**config.mk**
```make
export PLATFORM = sky130hd
export DESIGN_NAME = wb_port_arbiter
export DESIGN_NICKNAME = d
export VERILOG_FILES = /design/src/rtl/wb_port_arbiter.sv
export SDC_FILE = /design/constraint.sdc
export NUM_CORES = 1
export LEC_CHECK = 0
export ABC_AREA = 0
export CAP_MARGIN = 20
export CORE_MARGIN = 2
export CORE_UTILIZATION = 46
export CTS_CLUSTER_SIZE = 12
export DETAILED_ROUTE_END_ITERATION = 12
export PLACE_DENSITY = 0.84
export SKIP_CTS_REPAIR_TIMING = 1
export SLEW_MARGIN = 20
export SYNTH_ARGS = -nofsm -noshare
export SYNTH_HDL_FRONTEND = slang
export SYNTH_SLANG_ARGS = --single-unit
```
**constraint.sdc**
```tcl
create_clock -name clk -period 3.4 [get_ports clk]
set_input_delay 0.68 -clock clk [delete_from_list [all_inputs] [get_ports clk]]
set_output_delay 0.68 -clock clk [all_outputs]
set_load 0.05 [all_outputs]
```
**src/rtl/wb_port_arbiter.sv**
```systemverilog
// ---------------------------------------------------------------------------
// wb_port_arbiter
//
// Purpose:
//   Sole driver of the register file's single write port. The in-order
//   pipeline writeback always wins the port; multi-cycle mul/div results
//   that cannot be written immediately wait in a small in-order FIFO.
//   If a buffered head waits too long behind pipeline writes, a registered
//   one-cycle wb_stall asks the pipeline to leave the next slot free.
//   A hazard query (chk_addr/chk_hit) lets decode interlock on registers
//   that still have a buffered, not-yet-written result.
//
// Parameters:
//   DEPTH       mul/div result FIFO entries (power of 2, >= 2)
//   STARVE_MAX  consecutive starved cycles before wb_stall is raised (>= 1)
//
// Ports:
//   clk        clock, rising edge
//   rst        asynchronous reset, active-low
//   pipe_*     pipeline writeback request (valid/addr/data)
//   md_*       mul/div result handshake (valid/addr/data in, ready out)
//   chk_addr   register queried by decode
//   chk_hit    some buffered entry targets chk_addr
//   wb_stall   registered request: pipeline holds pipe_valid=0 next cycle
//   w1_*       registered regfile write port (ena/addr/data)
// ---------------------------------------------------------------------------
module wb_port_arbiter #(
   parameter int DEPTH      = 2,
   parameter int STARVE_MAX = 4
) (
   input  logic        clk,
   input  logic        rst,
   input  logic        pipe_valid,
   input  logic [4:0]  pipe_addr,
   input  logic [31:0] pipe_data,
   input  logic        md_valid,
   input  logic [4:0]  md_addr,
   input  logic [31:0] md_data,
   output logic        md_ready,
   input  logic [4:0]  chk_addr,
   output logic        chk_hit,
   output logic        wb_stall,
   output logic        w1_ena,
   output logic [4:0]  w1_addr,
   output logic [31:0] w1_data
);

   localparam int PTR_W = (DEPTH > 1) ? $clog2(DEPTH) : 1;
   localparam int CNT_W = PTR_W + 1;
   localparam int ST_W  = $clog2(STARVE_MAX + 1);

   localparam logic [CNT_W-1:0] FULL_CNT  = CNT_W'(DEPTH);
   localparam logic [ST_W-1:0]  STARVE_LIM = ST_W'(STARVE_MAX);

   // FIFO storage (no reset needed: only entries covered by count are used)
   logic [4:0]  fifo_addr_q [DEPTH];
   logic [31:0] fifo_data_q [DEPTH];

   logic [PTR_W-1:0] rd_ptr_q, rd_ptr_d;
   logic [PTR_W-1:0] wr_ptr_q, wr_ptr_d;
   logic [CNT_W-1:0] count_q,  count_d;
   logic [ST_W-1:0]  starve_q, starve_d;
   logic             wb_stall_q, wb_stall_d;
   logic             w1_ena_q,  w1_ena_d;
   logic [4:0]       w1_addr_q, w1_addr_d;
   logic [31:0]      w1_data_q, w1_data_d;

   logic pipe_wr;
   logic md_acc;
   logic md_live;
   logic fifo_ne;
   logic pop;
   logic bypass;
   logic push;
   logic [ST_W-1:0] starve_inc;

   // Full means no acceptance this cycle, even if the head pops.
   assign md_ready = rst && (count_q != FULL_CNT);

   assign pipe_wr = pipe_valid && (pipe_addr != 5'd0);
   assign md_acc  = md_valid && md_ready;
   assign md_live = md_acc && (md_addr != 5'd0);   // addr 0 is consumed and dropped
   assign fifo_ne = (count_q != '0);
   assign pop     = !pipe_wr && fifo_ne;
   assign bypass  = !pipe_wr && !fifo_ne && md_live;
   assign push    = md_live && !bypass;

   assign starve_inc = starve_q + 1'b1;

   always_comb begin
      rd_ptr_d   = rd_ptr_q;
      wr_ptr_d   = wr_ptr_q;
      count_d    = count_q;
      starve_d   = '0;
      wb_stall_d = 1'b0;
      w1_ena_d   = 1'b0;
      w1_addr_d  = w1_addr_q;
      w1_data_d  = w1_data_q;

      // Write-port selection: pipe > FIFO head > bypassed mul/div result
      if (pipe_wr) begin
         w1_ena_d  = 1'b1;
         w1_addr_d = pipe_addr;
         w1_data_d = pipe_data;
      end else if (fifo_ne) begin
         w1_ena_d  = 1'b1;
         w1_addr_d = fifo_addr_q[rd_ptr_q];
         w1_data_d = fifo_data_q[rd_ptr_q];
      end else if (bypass) begin
         w1_ena_d  = 1'b1;
         w1_addr_d = md_addr;
         w1_data_d = md_data;
      end

      if (pop) begin
         rd_ptr_d = rd_ptr_q + 1'b1;
      end
      if (push) begin
         wr_ptr_d = wr_ptr_q + 1'b1;
      end
      case ({push, pop})
         2'b10:   count_d = count_q + 1'b1;
         2'b01:   count_d = count_q - 1'b1;
         default: count_d = count_q;
      endcase

      // Starvation: only a head losing to a pipe write counts; anything
      // else (pop or empty FIFO) clears the counter.
      if (fifo_ne && pipe_wr) begin
         if (starve_inc == STARVE_LIM) begin
            wb_stall_d = 1'b1;
            starve_d   = '0;
         end else begin
            starve_d   = starve_inc;
         end
      end
   end

   always_ff @(posedge clk or negedge rst) begin
      if (!rst) begin
         rd_ptr_q   <= '0;
         wr_ptr_q   <= '0;
         count_q    <= '0;
         starve_q   <= '0;
         wb_stall_q <= 1'b0;
         w1_ena_q   <= 1'b0;
         w1_addr_q  <= '0;
         w1_data_q  <= '0;
      end else begin
         rd_ptr_q   <= rd_ptr_d;
         wr_ptr_q   <= wr_ptr_d;
         count_q    <= count_d;
         starve_q   <= starve_d;
         wb_stall_q <= wb_stall_d;
         w1_ena_q   <= w1_ena_d;
         w1_addr_q  <= w1_addr_d;
         w1_data_q  <= w1_data_d;
      end
   end

   always_ff @(posedge clk) begin
      if (push) begin
         fifo_addr_q[wr_ptr_q] <= md_addr;
         fifo_data_q[wr_ptr_q] <= md_data;
      end
   end

   // Hazard query: an entry is live when its distance from the read
   // pointer is below the occupancy count.
   logic [DEPTH-1:0] hit_vec;

   for (genvar gi = 0; gi < DEPTH; gi++) begin : g_hit
      logic [PTR_W-1:0] off;
      assign off         = PTR_W'(gi) - rd_ptr_q;
      assign hit_vec[gi] = ({1'b0, off} < count_q) && (fifo_addr_q[gi] == chk_addr);
   end

   assign chk_hit  = (chk_addr != 5'd0) && (|hit_vec);
   assign wb_stall = wb_stall_q;
   assign w1_ena   = w1_ena_q;
   assign w1_addr  = w1_addr_q;
   assign w1_data  = w1_data_q;

endmodule

```
==> summary by stage, run 1 <==
GRT
The met3 track utilization from global routing is 0.0521. The wire length of the first global-routing pass is 20,200 um. The routing usage on met1 is 0.243.

The number of global-route vias before repair is 3,915. met2 is the most crowded layer. The met2 track utilization from global routing is 0.360. Entering global routing, the biggest net connects 39 pins. The number of antenna violations at the first check in global routing was 0. For this run the aggregate overflow at the end of global routing stands at 0. The overall fraction of global-route tracks in use is 0.207.

Worst setup path
STA classifies the critical path startpoint as a primary input. The startpoint identified for the worst register-to-register timing path is count_q[1]. The type of the worst setup path is in -> out. The endpoint type of the worst setup path is a primary output. Following the worst setup path forward leads to its endpoint at chk_hit. In this run the worst path has a maximum fanout of 3. The number of cell instances on the worst register-to-register path is 5.

At the worst endpoint, the arrival time is 2370 ps. The endpoint identified for the worst register-to-register timing path is fifo_data_q[1][17]. The data required time at the worst endpoint is 2720 ps. The slack of the worst reg-to-reg path is 800 ps. The timing startpoint of the critical path is chk_addr[2].

STA
Setup violations remaining at the end of the flow were counted as 0. The final-layout worst hold slack is 292 ps. The number of max-slew violations in the final report is 0. Counting I/O delays and the setup requirement, the final critical path takes 3050 ps. In the final timing run, aggregate negative setup slack is 0 ps.

Setup repair after global routing left no endpoint under its margin. The max-slew headroom at the worst pin is 0.366. Derived from the worst setup path, the maximum achievable clock frequency is 0.328 GHz. The worst clock skew is 4.93 ps. The number of hold violations in the final report is 0.

At the pin with the least slew margin, the transition time is 951 ps. The post-route fraction of the period consumed by the critical path is 0.897.

Logic synthesis
After synthesis the cells add up to 5520 um^2. Counting flops and latches in the post-synthesis netlist gives 120. The number of different library cells in the post-synthesis netlist is 32.

The mean instance size in the synthesized netlist is 14.3 um^2. For this run, the number of Yosys warnings is 0. Counting every net in the synthesized netlist gives 471. The share of the Yosys chip area taken by registers is 0.611. The synthesized netlist cell count is 385. The count of flip-flops with a built-in enable after synthesis is 74. The share of flip-flops with an asynchronous set or reset is 0.383.

Among all flip-flop cells after synthesis, the most frequent one is sky130_fd_sc_hd__edfxtp_1.

Floorplanning
The die extent in x is 114 um. The total number of placement rows is 40. The total die area is 12,900 um^2. The die is 114 um tall. The initial utilization of the core area, before any placement, comes to 0.465. The core region is 11,900 um^2.

In this run the count of I/O pins placed on the die edge is 124.

Status
The flow ran to the end, and the final reports show no timing, DRC or antenna violations.

CTS
The number of buffers between clock root and the deepest sink is 2. The total number of H-tree levels is 4. The clock reaches the later pin of the worst-skew pair after 410 ps. For this design, the sink count on the clock tree is 120. The cell sitting at the root of the clock tree is a sky130_fd_sc_hd__clkbuf_16. The clock buffer count from CTS is 17. Clock-pin slew was measured on the worst setup and hold paths at 50 ps. TritonCTS built the clock tree.

Power and ir drop
Summed over all cells, the static leakage comes to 0.00292 uW. Across the VDD grid, the largest voltage drop is 524 uV. After layout, the design draws a total of 7110 uW. The power per unit of standard cell area is 936 nW/um^2.

Flow run
The number of max-cap violations is 0.

Finish
Of the cells placed in the final design, the portion with a size suffix greater than 1 is 0.231. For this run, the number of standard cells in the final layout without fillers is 674. The area added between synthesis and finish is 37.6%.

Once layout is complete, the utilization of the core stands at 0.640. 0 antenna diodes ended up in the layout. For this run, the post-layout net count is 600.

Routing
The count of routing violations after the opening detailed-route iteration is 198. In the routed design, unresolved DRC markers number 0. The total vias in the final route is 3,651. The final layout contains routed wiring with a total length of 12,700 um. The average routed wire per standard cell is 18.8 um. The first-pass iteration count of the detailed router is 4.

The post-detailed-route count of antenna-violating nets is 0. The via count normalized by instance count is 5.42.

Placed design
Counting tap cells, the placed design contains a total of 642 instances. At the end of routability-driven placement, the weighted congestion stood at 0.846. The port buffer count is 123. Detailed placement finished with a half-perimeter wire length of 8280 um.

Min path
The worst hold path belongs to the class in -> async.
sequential cells by signal (all words and copies together), names as in the netlist:
signal       cells
w1_addr          5
w1_ena           1
fifo_addr_q     10
starve_q         3
fifo_data_q     64
wb_stall         1
w1_data         32
rd_ptr_q         1
count_q          2
wr_ptr_q         1
per-layer routing:
metal	vias to the layer above	routed length, um
met3	25	635
met5	-	0
met1	1802	5170
met4	0	269
li1	1715	-
met2	109	6630
through the flow:
step                      worst slack, ps  area [um^2]
after floorplan                       235         5520
after global placement                270         6940
after detailed placement              141         6940
after CTS                             365         7590
after global routing                  288         7590
final                                 352         7590
cell usage in the layout, fill, tap and decap left out, types with 5 or more instances in the layout:
| master | synthesis | final |
|---|---|---|
| sky130_fd_sc_hd__mux2i_1 | 32 | 32 |
| sky130_fd_sc_hd__nor2b_1 | 7 | 6 |
| sky130_fd_sc_hd__clkbuf_16 | 0 | 17 |
| sky130_fd_sc_hd__xor2_1 | 10 | 10 |
| sky130_fd_sc_hd__mux2_2 | 50 | 50 |
| sky130_fd_sc_hd__nand2_1 | 6 | 6 |
| sky130_fd_sc_hd__a211oi_1 | 6 | 6 |
| sky130_fd_sc_hd__xnor2_1 | 6 | 6 |
| sky130_fd_sc_hd__nor2_1 | 9 | 9 |
| sky130_fd_sc_hd__nor3_1 | 35 | 35 |
| sky130_fd_sc_hd__a21oi_1 | 33 | 33 |
| sky130_fd_sc_hd__o31ai_1 | 5 | 5 |
| sky130_fd_sc_hd__clkdlybuf4s50_1 | 0 | 121 |
| sky130_fd_sc_hd__bufinv_16 | 0 | 5 |
| sky130_fd_sc_hd__mux2_4 | 19 | 19 |
| sky130_fd_sc_hd__dfrtp_1 | 46 | 45 |
| sky130_fd_sc_hd__buf_4 | 0 | 12 |
| sky130_fd_sc_hd__edfxtp_1 | 74 | 74 |
power by group:
group	total (uW)	leakage (uW)	switching, uW	internal [uW]
clock network	1960	0.000312	626	1330
logic	2980	0.00139	1750	1230
registers	2170	0.00121	235	1940
cell type report:
class	instances	area [um^2]
Timing Repair Buffer	136	1350
Clock buffer	19	453
Multi-Input combinational cell	237	2030
Clock inverter	13	200
Inverter	2	7.51
Sequential cell	120	3370
Tap cell	147	184
Fill cell	888	4270
cell usage after synthesis, drive strengths merged, types with 2 or more instances:
| cell | n | share of area |
|---|---|---|
| a211oi | 6 | 0.0082 |
| a21oi | 33 | 0.030 |
| buf | 14 | 0.015 |
| clkbuf | 12 | 0.0082 |
| dfrtp | 46 | 0.21 |
| edfxtp | 74 | 0.40 |
| ha | 3 | 0.0068 |
| inv | 2 | 0.0014 |
| mux2 | 69 | 0.15 |
| mux2i | 32 | 0.058 |
| nand2 | 6 | 0.0041 |
| nor2 | 9 | 0.0061 |
| nor2b | 7 | 0.0079 |
| nor3 | 35 | 0.032 |
| nor4b | 2 | 0.0032 |
| o211ai | 2 | 0.0036 |
| o21a | 2 | 0.0027 |
| o31ai | 5 | 0.0068 |
| or4 | 4 | 0.0061 |
| xnor2 | 6 | 0.0095 |
| xor2 | 10 | 0.016 |
worst max-delay path, cell delays in order:
cell and delay, ps:
sky130_fd_sc_hd__clkdlybuf4s50_1 470, sky130_fd_sc_hd__xor2_1 170, sky130_fd_sc_hd__or4_1 520, sky130_fd_sc_hd__nor3_1 160, sky130_fd_sc_hd__o22a_1 220, sky130_fd_sc_hd__buf_12 140
kinds of logic (layout without fill, tap and decap cells):
family / after synthesis / count (layout) / share of synthesized area
xor gates and xnor gates: 16 / 16 / 0.0254
buffers and inverters: 28 / 170 / 0.0247
AOI/OAI and AO/OA: 51 / 51 / 0.0574
adders and majority gates: 3 / 3 / 0.00680
DFF: 120 / 120 / 0.611
and+or+nand+nor: 66 / 66 / 0.0626
muxes: 101 / 101 / 0.212
how the worst min path moves through the flow:
| stage | from | to | slack [ps] | cells past startpoint |
|---|---|---|---|---|
| finish | rst | w1_addr[1] | 290 | 2 |
| global route | rst | wb_stall | 290 | 2 |
| CTS | rst | w1_data[27] | 280 | 2 |
| detailed placement | starve_q[0] | starve_q[0] | 470 | 1 |
| global placement | starve_q[0] | starve_q[0] | 460 | 1 |
| floorplan | rst | count_q[0] | 380 | 0 |
(Power assumes the default switching activity.)
==> run 2: changes to the inputs <==
- ABC_CLOCK_PERIOD_IN_PS: not set -> 3400
- CORE_UTILIZATION: 46 -> 25
- PLACE_DENSITY: 0.84 -> 0.54
==> run 2 against run 1 <==
Effect of this change:
- fmax rose by 0.21%
- critical path depth did not move
- final cell count rose by 19%
- largest cell class unchanged
==> summary by stage, run 2 (same netlist as run 1, synthesis figures left out) <==
Finish
The library cell used most frequently in the layout, excluding fill and tap cells, is sky130_fd_sc_hd__clkdlybuf4s50_1. The share of layout cells above drive strength 1 is 0.221. The top cell types in the final layout, fill and taps aside, are sky130_fd_sc_hd__clkdlybuf4s50_1 (121), sky130_fd_sc_hd__edfxtp_1 (74), sky130_fd_sc_hd__mux2_2 (50).

The repair_antennas step left the layout with diodes totalling 0. The number of filler instances in the final layout is 2,112. At the end of the flow the core is filled with cells to 0.350. Counting flops per register, the top entry is fifo_data_q.

The area growth from synthesis to layout is 38.0%. After the last flow step, the layout net total stands at 597. The flip-flop count of the largest register, all copies and words added is 64.

STA
The worst path needs 3040 ps of the cycle, external delays included. Setup repair after global routing left no endpoint under its margin. The worst clock skew is 10.8 ps. The number of max-slew violations in the final report was 0. After routing, the total negative slack on setup checks comes to 0 ps. The number of setup violations in the final report is 0. The transition time of the tightest slew-check pin is 985 ps. The max-slew headroom at the worst pin is 0.341.

The post-route fraction of the period consumed by the critical path is 0.895. The number of hold violations in the final report is 0. For this run, the top clock speed supported by timing is 0.329 GHz.

Power and ir drop
Of the total power, combinational logic draws 0.436. The relative contribution of the clock network to total power is 0.241. In this run the static leakage power is 0.00285 uW.

The internal power summed over all cells is 4150 uW. For this design the total switching power over the nets is 2600 uW. Of the total power, the share spent switching nets is 0.385. The maximum ir drop on the vdd rail is 451 uV. The power per unit of standard cell area is 887 nW/um^2. The relative contribution of sequential cells to total power is 0.323.

GRT
The largest net degree at the start of global routing is 45. Summed over all layers, the global routing overflow is 0. The overall fraction of global-route tracks in use is 0.121. The number of global-route vias before repair is 3,909.

The wire length of the first global-routing pass is 21,800 um. The number of antenna violations at the first check in global routing is 0.

Placed design
The last weighted congestion value of the routability-driven placer is 0.803. In this run the tool buffered the top-level ports with 123 buffer cells. The HPWL after detailed placement is 9070 um.

Floorplanning
The floorplan step set the die width to 153 um. The number of primary I/O pins is 124. The initial utilization of the core area, before any placement, comes to 0.254. The total die area is 23,300 um^2. The floorplan has 54 rows.

The core box area is 21,800 um^2. Measured along the y axis, the die boundary spans 153 um.

CTS
The clock reaches the later pin of the worst-skew pair after 410 ps. The clock transition at the registers of the reported paths is 50 ps. Counting every sink on the clock net gives 120. Counting the buffers created by CTS gives 17.

The clock tree synthesis step divided the H-tree into 4 levels. The TritonCTS clock tree is done. The clock tree root buffer cell is sky130_fd_sc_hd__clkbuf_16.

The number of buffers between clock root and the deepest sink is 2.

Routing
The post-detailed-route count of antenna-violating nets is 0. The routed layout has 3,562 vias. In this run, the number of DRC markers left after iteration 0 of detailed routing was 137.

Summed over all layers, the routed wires come to 13,500 um. The first TritonRoute pass finished after 4 iterations. Dividing the detail-routed wire length by the instance count gives 16.8 um.

The via count normalized by instance count is 4.43. In the routed design, unresolved DRC markers number 0.

Worst setup path
The worst setup path is launched from a primary input. The type of the worst setup path is in -> out. The data required time at the worst endpoint is 2720 ps. STA puts the critical path data arrival time at 2360 ps. The critical path starts at chk_addr[2]. STA classifies the critical path endpoint as a primary output. The startpoint identified for the worst register-to-register timing path is count_q[0]. The maximum fanout along the worst path is 3.

Status
The flow ran to the end, and the final reports show no timing, DRC or antenna violations.

Flow run
Max-cap violations in this run came to 0.

Min path
The class of the tightest hold or removal check is in -> async.
## run 2: final timing paths
kind	end	slack, ps	depth (start not counted)
max reg2reg	w1_data[13]	790	5
max	chk_hit	360	6
max in group asynchronous	rd_ptr_q	2430	2
min reg2reg	starve_q[0]	490	1
min in group clk	starve_q[0]	490	1
min	wb_stall	90	1
## run 2: final cells by class
cell class,instances,area (um^2),area share
Clock inverter,11,81.3,0.0107
Multi-Input combinational cell,237,2030,0.266
Sequential cell,120,3380,0.443
Tap cell,280,350,0.0460
Inverter,2,7.51,0.000986
Clock buffer,21,450,0.0591
Timing Repair Buffer,133,1320,0.174
## run 2: metal layers
layer  vias to the layer above  share of wire  track usage
met3                        17          0.045       0.0333
li1                       1703              -            -
met5                         -              0            0
met4                         0          0.016       0.0445
met1                      1753           0.46        0.153
met2                        89           0.48        0.199
## run 2: per-stage QoR
stage	instances	setup WS, ps	total power (uW)	area, um^2	hold WS [ps]
after floorplan	385	235	4220	5520	384
after global placement	772	375	5140	7080	457
after detailed placement	772	350	5190	7080	472
after CTS	804	347	6850	7620	74.0
after global routing	804	232	7130	7620	80.6
final	804	358	6750	7620	94.0
## run 2: worst max-delay path: stages
cell	delay, ps
sky130_fd_sc_hd__clkdlybuf4s50_1	470
sky130_fd_sc_hd__xor2_1	160
sky130_fd_sc_hd__or4_1	530
sky130_fd_sc_hd__nor3_1	160
sky130_fd_sc_hd__o22a_1	220
sky130_fd_sc_hd__buf_12	140
## run 2: power by group through the flow
stage | clock network [uW] | logic (uW) | registers (uW)
final | 1630 | 2950 | 2180
after CTS | 1670 | 2990 | 2190
after detailed placement | 0 | 2980 | 2210
after global routing | 1740 | 3150 | 2240
after global placement | 0 | 2950 | 2190
after floorplan | 0 | 1320 | 2900
==> run 3: changes to the inputs <==
- ABC_CLOCK_PERIOD_IN_PS: 3400 -> not set
==> results of run 3 <==
Same layout as run 2: the final DEF is identical, and so are final timing and power.
